## src/rtl/game_timer_pkg.sv

```systemverilog
// Shared types and helpers for the difficulty-scaled game timer.
package game_timer_pkg;

    localparam int unsigned CLKS_PER_MS_DEFAULT = 50000;
    localparam int unsigned WIDTH_DEFAULT       = 12;
    localparam int unsigned STEP_W              = 3;

    typedef enum logic [1:0] {
        DIFF_EASY    = 2'd0,
        DIFF_MEDIUM  = 2'd1,
        DIFF_HARD    = 2'd2,
        DIFF_EXTREME = 2'd3
    } difficulty_t;

    // Game-ms advanced per real ms: 1..4.
    function automatic logic [STEP_W-1:0] diff_step(input difficulty_t diff);
        return STEP_W'(diff) + STEP_W'(1);
    endfunction

endpackage

```

## src/rtl/game_timer_ms_tick_gen.sv

```systemverilog
// Millisecond prescaler: one-cycle ms_tick every CLKS_PER_MS cycles of run; holds while run is low.
module ms_tick_gen
    import game_timer_pkg::*;
#(
    parameter int unsigned CLKS_PER_MS = CLKS_PER_MS_DEFAULT
) (
    input  logic clk,
    input  logic reset,
    input  logic run,
    output logic ms_tick
);

    localparam int unsigned CNT_W = (CLKS_PER_MS > 1) ? $clog2(CLKS_PER_MS) : 1;
    localparam logic [CNT_W-1:0] CNT_MAX = CNT_W'(CLKS_PER_MS - 1);

    logic [CNT_W-1:0] cnt_q;
    logic [CNT_W-1:0] cnt_d;
    logic             wrap;

    always_comb begin
        wrap  = (cnt_q == CNT_MAX);
        cnt_d = cnt_q;
        if (run) begin
            cnt_d = wrap ? '0 : cnt_q + CNT_W'(1);
        end
    end

    always_ff @(posedge clk or negedge reset) begin
        if (!reset) begin
            cnt_q <= '0;
        end else begin
            cnt_q <= cnt_d;
        end
    end

    // Gated by run so a freeze on the wrap count cannot emit a tick.
    assign ms_tick = run && wrap;

endmodule

```

## src/rtl/game_timer.sv

```systemverilog
// Difficulty-scaled ms up-counter clamped at end_value.
// Optional end_pulse output when TIMER_END_PULSE_EN is defined.
module game_timer
    import game_timer_pkg::*;
#(
    parameter int unsigned CLKS_PER_MS = CLKS_PER_MS_DEFAULT,
    parameter int unsigned WIDTH       = WIDTH_DEFAULT
) (
    input  logic             clk,
    input  logic             reset,
    input  logic             enable,
    input  logic [1:0]       difficulty,
    input  logic [WIDTH-1:0] end_value,
    output logic [WIDTH-1:0] timer_value,
    output logic             end_reached
`ifdef TIMER_END_PULSE_EN
    ,
    output logic             end_pulse
`endif
);

    localparam int unsigned SUM_W = WIDTH + 1;

    logic [WIDTH-1:0]  timer_q;
    logic [WIDTH-1:0]  timer_d;
    logic [STEP_W-1:0] step;
    logic [SUM_W-1:0]  sum;
    logic              ms_tick;
    logic              run;

    assign end_reached = (timer_q >= end_value);
    assign run         = enable && !end_reached;

    ms_tick_gen #(
        .CLKS_PER_MS(CLKS_PER_MS)
    ) u_tick (
        .clk    (clk),
        .reset  (reset),
        .run    (run),
        .ms_tick(ms_tick)
    );

    // Sum is one bit wider so the clamp sees a carry instead of a wrapped value.
    always_comb begin
        step    = diff_step(difficulty_t'(difficulty));
        sum     = {1'b0, timer_q} + SUM_W'(step);
        timer_d = timer_q;
        if (ms_tick) begin
            timer_d = (sum > {1'b0, end_value}) ? end_value : sum[WIDTH-1:0];
        end
    end

    always_ff @(posedge clk or negedge reset) begin
        if (!reset) begin
            timer_q <= '0;
        end else begin
            timer_q <= timer_d;
        end
    end

    assign timer_value = timer_q;

`ifdef TIMER_END_PULSE_EN
    logic end_reached_q;
    logic end_pulse_q;

    // Rising-edge detect of end_reached, one cycle late.
    always_ff @(posedge clk or negedge reset) begin
        if (!reset) begin
            end_reached_q <= 1'b0;
            end_pulse_q   <= 1'b0;
        end else begin
            end_reached_q <= end_reached;
            end_pulse_q   <= end_reached && !end_reached_q;
        end
    end

    assign end_pulse = end_pulse_q;
`endif

endmodule

```

## config.mk

```make
export PLATFORM = sky130hd
export DESIGN_NAME = game_timer
export DESIGN_NICKNAME = d
export VERILOG_FILES = /design/src/rtl/game_timer_pkg.sv /design/src/rtl/game_timer_ms_tick_gen.sv /design/src/rtl/game_timer.sv
export SDC_FILE = /design/constraint.sdc
export NUM_CORES = 1
export LEC_CHECK = 0
export ABC_AREA = 1
export CORE_UTILIZATION = 57
export CTS_CLUSTER_DIAMETER = 60
export DETAILED_ROUTE_END_ITERATION = 16
export MAX_ROUTING_LAYER = met4
export PLACE_DENSITY_LB_ADDON = 0.25
export SYNTH_ARGS = -nofsm -noshare
export SYNTH_HDL_FRONTEND = slang
export SYNTH_HIERARCHICAL = 1
export SYNTH_SLANG_ARGS = --single-unit
```

## constraint.sdc

```tcl
create_clock -name clk -period 3.6 [get_ports clk]
set_input_delay 0.9 -clock clk [delete_from_list [all_inputs] [get_ports clk]]
set_output_delay 0.9 -clock clk [all_outputs]
set_load 0.02 [all_outputs]
```

==> metrics.txt, run 1 <==
GPL Wtd Cong=roughly 0.87; core area=roughly 4400 um^2; area delta synth->final=30.3%; met2 WL=3.33 mm; WL met3=approximately 420 um; Buf/Inv on CP=4; initial antenna violation count=0; WP data required=around 3.8 ns; Total GRT Usage=0.300; max-slew violation count=0; # rows=24; Die Height=70.4 um; Avg Cell Area, Syn=roughly 7 um^2; Inst Count DP=483; syn_nets=about 420; highest metal used=met4; reg2reg path depth=17; Hold WC Path Type=reg -> reg; post-route ant nets=0; DRC=0; Pre-antenna DRT Iters=4; Mapped Cells=374; FF+latch area=approximately 700 um^2; Root Buffer=clkbuf_8; Boundary Pins=30; max-cap violations=0; crit path kind=in -> reg; filler instances=approximately 300; yosys warns=6; cts bufs inserted=3; nets=488; PortBufs=29; # hold bufs at CTS=0; Worst VDD drop=roughly 0.29 mV; crit start category=input pin; Slowest Stage Delay on Critical Path=~0.36 ns; wire per inst=about 14 um; Yosys reg bits=28; Unique masters post-synth=35; Pleak=0.00191 uW; Final Util=0.787; Non-Filler Instances=about 490; stages on the worst setup path=18; minimum clock period=~3.5 ns; layout cell share with drive strength beyond 1=0.262; status=finished, final reports clean; CP Capture Type=flip-flop; largest net degree at the start of global routing=29; Routed WL=6.91 mm; 1st-iter DRT viols=approximately 160; clk buf depth=2; n_diodes=0; Starting Density=0.604; placed wire-length estimate=just over 5 mm; synthesized area=2670 um^2; vias in the first global route=roughly 2600; full die area=approximately 5000 um^2; skew final=around 0.0026 ns; Arrival @ worst endpoint=approximately 3.7 ns; Multi-input gate area=approximately 1800 um^2; CTS tree=done; Final Setup Violations=0; first-pass GRT wire length=approximately 11 mm; Worst path slowest cell=fa_2; Power Dens Cells=about 230 nW/um^2; hold path cells=2; clk_lat worst skew=approximately 0.28 ns; met1 WL=2.94 mm; DR vias/cell=between 5 and 6; vias=2635; critical path fanouts, max=6; period utilization=0.970; fmax=roughly 290 MHz; Sink Count=28; worst path cell trace=dlygate4sd2_1, inv_1, ha_2, fa_2, nor2_4, nand2_4, nor2_4, xor2_2, inv_1, ha_4, a21oi_2, nor2_1, nor3b_2, nand2_8, buf_12, nand3_1, nand3_2, nand2_2; Die W=70.4 um; Worst Max-Slew Pin Slew=a little under 0.4 ns; final hold violation count=0; total grt overflow=0; H-tree levels=1; clk slew on worst S/H paths=about 0.090 ns; Max transition margin=0.737; sequential share of the synthesized area=0.263; Worst path top cell family by delay=simple AND/OR/NAND/NOR gates
per-layer routing:
metal / up-vias / track usage
met3: 23 / 0.0447
met4: 0 / 0.107
met1: 1215 / 0.375
met5: - / -
met2: 96 / 0.492
li1: 1301 / -
layout by cell type, fill, tap and decap left out, types with 2 or more instances in the layout:
cell / count
nor3_1: 3
clkbuf_8: 4
nor2_4: 2
nand3_4: 2
inv_1: 61
or2_2: 2
nor2_2: 10
inv_2: 3
o21ai_0: 4
dlygate4sd2_1: 2
dfrtp_1: 28
nand3_2: 14
nand2_8: 2
a21oi_1: 9
xor2_1: 7
nand4_1: 2
nand3_1: 28
xor2_2: 3
xnor2_1: 2
ha_1: 25
buf_12: 3
clkdlybuf4s50_1: 26
nand2_1: 93
buf_4: 37
nand2_2: 19
nand2_4: 4
nor2_1: 31
registers in the layout (all words and copies together), names as in the netlist:
signal and flops:
timer_value 12, u_tick/cnt_q 16
cell usage after synthesis, drive strengths merged:
master / n / share of area
nor3: 5 / 0.014
nor3b: 1 / 0.0047
a211oi: 1 / 0.0028
dfrtp: 28 / 0.26
or2: 3 / 0.0070
o31ai: 2 / 0.0056
nand2: 117 / 0.19
nand3: 44 / 0.11
buf: 4 / 0.017
nand3b: 1 / 0.0028
nor2: 43 / 0.072
clkbuf: 2 / 0.0066
xnor2: 2 / 0.0066
a21oi: 10 / 0.019
fa: 1 / 0.0075
o21bai: 1 / 0.0028
xor2: 10 / 0.033
o21ai: 6 / 0.013
ha: 27 / 0.13
inv: 64 / 0.090
nand4: 2 / 0.0047
worst min-delay path, cell delays in order, from the launching register on:
cell and delay, ns:
dfrtp_1 0.38, nand2_1 0.06, nand2_1 0.06
cell families (layout without fill, tap and decap cells):
family,Yosys count,after routing,synth area share
compound gates,20,20,0.0427
xor+xnor,12,12,0.0394
fa+ha+maj,28,28,0.134
buf+inv,70,137,0.114
flops,28,28,0.263
simple gates,216,217,0.407
stage by stage:
stage                     TNS, ns  total power [uW]  setup WS, ns  hold WS [ns]  area [um^2]
after floorplan                 0               515         0.176         0.475         2670
after global placement      -4.50               577        -0.366         0.501         3230
after detailed placement    -6.33               594        -0.544         0.500         3230
after CTS                       0               794        0.0290         0.529         3410
after global routing      -0.0851               843       -0.0264         0.554         3470
final                           0               795         0.109         0.532         3470
worst paths after layout:
check / from / endpoint / slack (ns)
max in group asynchronous: reset / timer_value[2] / 2.35
hold / removal: timer_value[0] / timer_value[0] / 0.53
setup / recovery: difficulty[0] / timer_value[3] / 0.11
hold reg to reg: timer_value[0] / timer_value[0] / 0.53
min in group asynchronous: reset / timer_value[8] / 0.98
setup reg to reg: timer_value[0] / timer_value[3] / 0.50
cell type report:
cell class / count / share of cell area
inverter: 64 / 0.0691
clock buffer: 4 / 0.0158
sequential: 28 / 0.202
multi-input combinational: 277 / 0.516
tap: 52 / 0.0187
timing repair buffer: 69 / 0.179
what timing repair did:
| item | CTS | global route |
|---|---|---|
| endpoints found under the setup margin | 13 | 13 |
| gates cloned | 1 | 0 |
| pin swaps | 13 | 6 |
| setup buffers | 3 | 3 |
| resized for setup | 17 | 11 |
report_power, final:
| group | internal [uW] | total (uW) | switching (uW) | leakage (uW) |
|---|---|---|---|---|
| registers | 347 | 390 | 43.3 | 0.000352 |
| clock network | 98.0 | 196 | 97.8 | 0.0000288 |
| logic | 91.0 | 209 | 118 | 0.00153 |
No activity file was read; power rests on OpenSTA's default activity.
==> inputs of run 2 (changes only) <==
--- a/config.mk
+++ b/config.mk
@@ -6,6 +6,7 @@
 export NUM_CORES = 1
 export LEC_CHECK = 0
 export ABC_AREA = 1
+export CORE_ASPECT_RATIO = 0.9
 export CORE_UTILIZATION = 57
 export CTS_CLUSTER_DIAMETER = 60
 export DETAILED_ROUTE_END_ITERATION = 16
==> run 2 against run 1 <==
Effect of this change: cell count up 4.5%; fmax down 0.21%; register-to-register slack worse by 0.11 ns; global-route usage up 1.9 points; sequential cell count unchanged; worst setup slack worse by 0.0074 ns; wire length up 16%; combinational power about the same; final area up 4.1%; first-iteration DRC count up 59%; critical path type unchanged; highest routed layer unchanged.
==> metrics.txt, run 2 (synthesis results as in run 1) <==
status=finished, final reports clean; Root Buffer=clkbuf_8; post-route ant nets=0; H-tree levels=1; Switching Share=0.310; first-pass GRT wire length=between 10 and 15 mm; vias in the first global route=approximately 2600; full die area=between 4000 and 5000 um^2; Die Height=between 60 and 70 um; # hold bufs at CTS=0; Power Dens Cells=around 230 nW/um^2; Total GRT Usage=0.319; Hold WC Path Type=reg -> reg; WHS=between 0.5 and 0.6 ns; hold path cells=1; Die W=74.1 um; DR vias/cell=~5.4; vias=~2800; period utilization=0.972; Non-Filler Instances=between 500 and 600; Arrival @ worst endpoint=around 3.7 ns; max-slew violation count=0; skew final=approximately 0.013 ns; minimum clock period=~3.5 ns; P_int=between 500 and 600 uW; Boundary Pins=30; core area=roughly 4500 um^2; reg2reg start=timer_value[0]; Critical Path End=timer_value[7]; critical path fanouts, max=8; CP Capture Type=flip-flop; Routed WL=7.99 mm; clk slew on worst S/H paths=0.10 ns; reg2reg path depth=20; max-cap violations=0; clk buf depth=2; most frequent cells in the layout=88 x nand2_1, 60 x inv_1, 47 x buf_4; RSZ-0062 raised after global routing=false; DRC=0; final hold violation count=0; placed wire-length estimate=4.85 mm; Sink Count=28; fmax=between 200 and 300 MHz; post-layout worst setup margin=a little over 0.1 ns; Pleak=0.00199 uW; GPL Wtd Cong=0.861; area delta synth->final=35.6%; Design Power=about 850 uW; Worst VDD drop=around 0.23 mV; Design Area, Final=between 3000 and 4000 um^2; Max transition margin=0.724; n_diodes=0; wire per inst=about 15 um; CTS tree=done; Final Setup Violations=0; Clock power frac=0.295; Most flops, register=u_tick/cnt_q; crit start category=input pin; nets=500; WP data required=3.77 ns; Pre-antenna DRT Iters=6; worst slack at placement=-0.502 ns; Psw=between 200 and 300 uW; initial antenna violation count=0; total grt overflow=0; 1st-iter DRT viols=between 200 and 300; reg2reg end=timer_value[7]; Starting Density=0.598; Inst Count DP=492; clk_lat worst skew=between 0.2 and 0.3 ns; # rows=23; PortBufs=29; placed cell area=between 3000 and 4000 um^2; largest net degree at the start of global routing=29; crit path kind=in -> reg; Worst Max-Slew Pin Slew=a little over 0.4 ns; number of flip-flops in the largest register=16; Crit. Startpoint=difficulty[0]; cts bufs inserted=3; Reg power frac=0.458; Comb power frac=0.247; Reg2Reg Setup Slack=approximately 0.39 ns; most common cell after layout, fill and taps aside=nand2_1; layout cell share with drive strength beyond 1=0.291
## run 2: cell types whose count changed in the layout (fill, tap and decap cells not counted), sizes merged
| cell | previous run | this run |
|---|---|---|
| dlymetal6s2s | 0 | 2 |
| buf | 40 | 50 |
| bufinv | 0 | 1 |
| dlygate4sd2 | 2 | 0 |
| nand2 | 118 | 119 |
## run 2: power by group through the flow
stage               combinational [uW]  clock (uW)  sequential, uW
CTS                                201         251             387
floorplan                          131           0             384
global route                       232         266             395
detailed placement                 196           0             392
global placement                   187           0             391
finish                             210         250             389
## run 2: area by class of cell
| type | count | area (um^2) |
|---|---|---|
| multi-input combinational | 278 | 1810 |
| fill | 293 | 845 |
| timing repair buffer | 80 | 714 |
| sequential | 28 | 701 |
| inverter | 64 | 240 |
| tap | 62 | 77.6 |
| clock buffer | 3 | 41.3 |
| clock inverter | 1 | 30.0 |
## run 2: layer usage
metal / global-route usage / part of all wire / vias to the layer above
li1: - / - / 1332
met1: 0.403 / 0.42 / 1282
met2: 0.520 / 0.46 / 151
met3: 0.0514 / 0.077 / 43
met4: 0.101 / 0.040 / 0
met5: - / 0 / -
## run 2: critical path: stages
cell and delay [ns]:
dlymetal6s2s_1 0.09, inv_1 0.05, ha_2 0.19, fa_2 0.36, nor2_4 0.19, buf_6 0.12, nand3_1 0.07, xor2_1 0.23
inv_1 0.12, ha_4 0.28, nand2_1 0.06, inv_2 0.07, nand2_2 0.07, nor2_1 0.11, nand2_1 0.08, nand2_2 0.12
nand2_4 0.11, nand2_8 0.15, nand3_1 0.13, nand3_2 0.11, nand2_2 0.05
## run 2: how the worst min path moves through the flow
| stage | startpoint | endpoint | slack (ns) |
|---|---|---|---|
| floorplan | u_tick/cnt_q[1] | u_tick/cnt_q[1] | 0.47 |
| global placement | timer_value[0] | timer_value[0] | 0.50 |
| detailed placement | u_tick/cnt_q[1] | u_tick/cnt_q[1] | 0.52 |
| CTS | u_tick/cnt_q[13] | u_tick/cnt_q[13] | 0.53 |
| global route | u_tick/cnt_q[13] | u_tick/cnt_q[13] | 0.56 |
| finish | u_tick/cnt_q[13] | u_tick/cnt_q[13] | 0.54 |
## run 2: repair_timing
| item | in CTS | in global routing |
|---|---|---|
| pin swaps | 10 | 12 |
| endpoints found under the setup margin | 13 | 13 |
| buffers inserted | 11 | 6 |
| gates resized for setup | 14 | 22 |
| cloned | 2 | 1 |
## run 2: through the flow
| stage | setup TNS, ns | util |
|---|---|---|
| after CTS | 0 | 0.780 |
| final | 0 | 0.811 |
| after floorplan | 0 | - |
| after global placement | -4.42 | 0.725 |
| after detailed placement | -6.05 | 0.725 |
| after global routing | 0 | 0.811 |
==> inputs of run 3 (changes only) <==
--- a/config.mk
+++ b/config.mk
@@ -5,9 +5,8 @@
 export SDC_FILE = /design/constraint.sdc
 export NUM_CORES = 1
 export LEC_CHECK = 0
-export ABC_AREA = 1
 export CORE_ASPECT_RATIO = 0.9
-export CORE_UTILIZATION = 57
+export CORE_UTILIZATION = 45
 export CTS_CLUSTER_DIAMETER = 60
 export DETAILED_ROUTE_END_ITERATION = 16
 export MAX_ROUTING_LAYER = met4
==> run 3 against run 2 <==
Effect of this change: critical path depth down 6; area after synthesis down 11%; first-iteration DRC count down 45%; fmax down 2.4%; final area down 2.6%; combinational power down 12%; sequential power about the same; wire length down 13%; sequential share of layout area up 0.51 points; register-to-register slack worse by 0.15 ns; sequential cell count unchanged; global-route usage down 7.9 points; critical path type unchanged.
==> metrics.txt, run 3 <==
status=finished, final reports clean; cts bufs inserted=3; Hold WC Path Type=reg -> reg; yosys warns=6; clk buf depth=2; Buf/Inv on CP=2; vias=~2400; Sink Count=28; number of flip-flops in the largest register=16; max-cap violations=0; clk_lat worst skew=approximately 0.29 ns; Power Dens Cells=about 240 nW/um^2; area delta synth->final=47.8%; Inst Count DP=382; DRC=0; PortBufs=29; final hold violation count=0; synthesized area=2380 um^2; wire per inst=17.5 um; critical path fanouts, max=7; Worst path top cell family by delay=compound AO/OA/AOI/OAI gates; first-pass GRT wire length=roughly 10 mm; syn_nets=roughly 300; layout cell share with drive strength beyond 1=0.352; full die area=5590 um^2; Worst Max-Slew Pin Slew=between 0.4 and 0.5 ns; Post-synth EDFFs=0; Slowest Stage Delay on Critical Path=0.35 ns; fmax=about 280 MHz; nets=roughly 380; Final Setup Violations=0; Avg Cell Area, Syn=~9 um^2; CTS tree=done; total grt overflow=0; crit path kind=in -> reg; Design Power=about 840 uW; period utilization=0.995; Yosys reg bits=28; Root Buffer=clkbuf_8; top_reg_cell synth=dfrtp_1; Pre-antenna DRT Iters=4; CP Capture Type=flip-flop; top cell type's share of synthesized area=0.294; max-slew violation count=0; vias in the first global route=between 2000 and 2500; WHS=~0.51 ns; clk slew on worst S/H paths=roughly 0.11 ns; sequential share of the synthesized area=0.294; Routed WL=just under 7 mm; Mapped Cells=260; WP data required=approximately 3.8 ns; Boundary Pins=30; Total GRT Usage=0.240; Max transition margin=0.696; Unique masters post-synth=55; Most flops, register=u_tick/cnt_q; most common cell after layout, fill and taps aside=buf_4; H-tree levels=1; most common cell in the netlist=dfrtp_1; Yosys top cell by area=dfrtp_1; skew final=0.0134 ns; GPL Wtd Cong=~0.87; Worst VDD drop=around 0.23 mV; Die Height=71.0 um; initial antenna violation count=0; largest net degree at the start of global routing=29; Worst path slowest cell=a311o_1; Post-synth top cells=28 x dfrtp_1, 27 x ha_1, 21 x inv_1; placed wire-length estimate=approximately 4.3 mm; post-route ant nets=0; Arrival @ worst endpoint=3.77 ns; DR vias/cell=just under 6; filler instances=roughly 360; Starting Density=0.481; crit start category=input pin; Synth async-reset ratio=1.00; n_diodes=0; # rows=24; Pleak=about 0.0016 uW; Non-Filler Instances=around 400; synth top area cells=dfrtp_1 29%, ha_1 14%, xnor2_1 5.5%; most frequent cells in the layout=42 x buf_4, 28 x dfrtp_1, 23 x ha_1; core area=a little under 5000 um^2; post-layout worst setup margin=0.0162 ns; minimum clock period=about 3.6 ns; 1st-iter DRT viols=between 100 and 150; worst slack at placement=-0.684 ns; Die W=around 79 um; worst path cell trace=buf_8, inv_8, ha_4, fa_2, nand3b_4, nor2_4, nand2_2, xnor2_2, ha_1, nand4_1, a211oi_2, o41ai_2, a32o_2, and2_4, a311o_1; RSZ-0062 raised after global routing=true; # hold bufs at CTS=0
==> run 3: kinds of logic (layout without fill, tap and decap cells) <==
logic type | Yosys count | count (layout) | share of synthesized area
XOR/XNOR | 21 | 21 | 0.0772
adder cells (fa/ha/maj) | 28 | 28 | 0.150
flip-flops | 28 | 28 | 0.294
multiplexers | 2 | 2 | 0.00892
AND/OR/NAND/NOR | 98 | 99 | 0.237
AO/OA/AOI/OAI | 49 | 49 | 0.170
buffers and inverters | 34 | 105 | 0.0625
==> run 3: path summary, 6_finish.rpt <==
path                       cells past startpoint               end  slack (ns)              from
max                                           15    timer_value[1]        0.02     difficulty[0]
min                                            1  u_tick/cnt_q[13]        0.51  u_tick/cnt_q[13]
max reg2reg                                   14    timer_value[1]        0.24    timer_value[0]
min reg2reg                                    1  u_tick/cnt_q[13]        0.51  u_tick/cnt_q[13]
max in group asynchronous                      2   timer_value[11]        2.33             reset
min in group asynchronous                      2    timer_value[5]        0.97             reset
==> run 3: cell type report <==
class	instances	area [um^2]	area share
Timing Repair Buffer	79	744	0.211
Inverter	21	91.3	0.0259
Timing Repair inverter	1	6.26	0.00178
Clock buffer	3	41.3	0.0117
Sequential cell	28	701	0.199
Multi-Input combinational cell	199	1830	0.519
Tap cell	65	81.3	0.0231
Clock inverter	1	30.0	0.00852
==> run 3: what timing repair did <==
| action | 4_1_cts | 5_1_grt |
|---|---|---|
| pin swaps | 13 | 29 |
| setup endpoints to repair | 21 | 23 |
| setup buffers | 2 | 5 |
| cloned | 1 | 3 |
| gates resized for setup | 31 | 47 |
==> run 3: through the flow <==
stage	cell area, um^2	util	TNS [ns]
2_1_floorplan	2450	-	-0.00802
5_1_grt	3520	0.711	-1.10
3_5_place_dp	3050	0.615	-11.42
6_report	3520	0.711	0
4_1_cts	3210	0.648	0
3_3_place_gp	3050	0.615	-10.17
==> run 3: where the power goes <==
part / total, uW / internal [uW] / switching (uW)
clock network: 265 / 149 / 115
registers: 387 / 341 / 46.2
logic: 184 / 97.4 / 86.6
==> run 3: metal layers <==
metal	GRT usage	wire length, um	up-vias
li1	-	-	1116
met1	0.339	3160	1143
met2	0.366	3280	82
met3	0.0297	412	11
met4	0.0576	91	0
met5	-	0	-
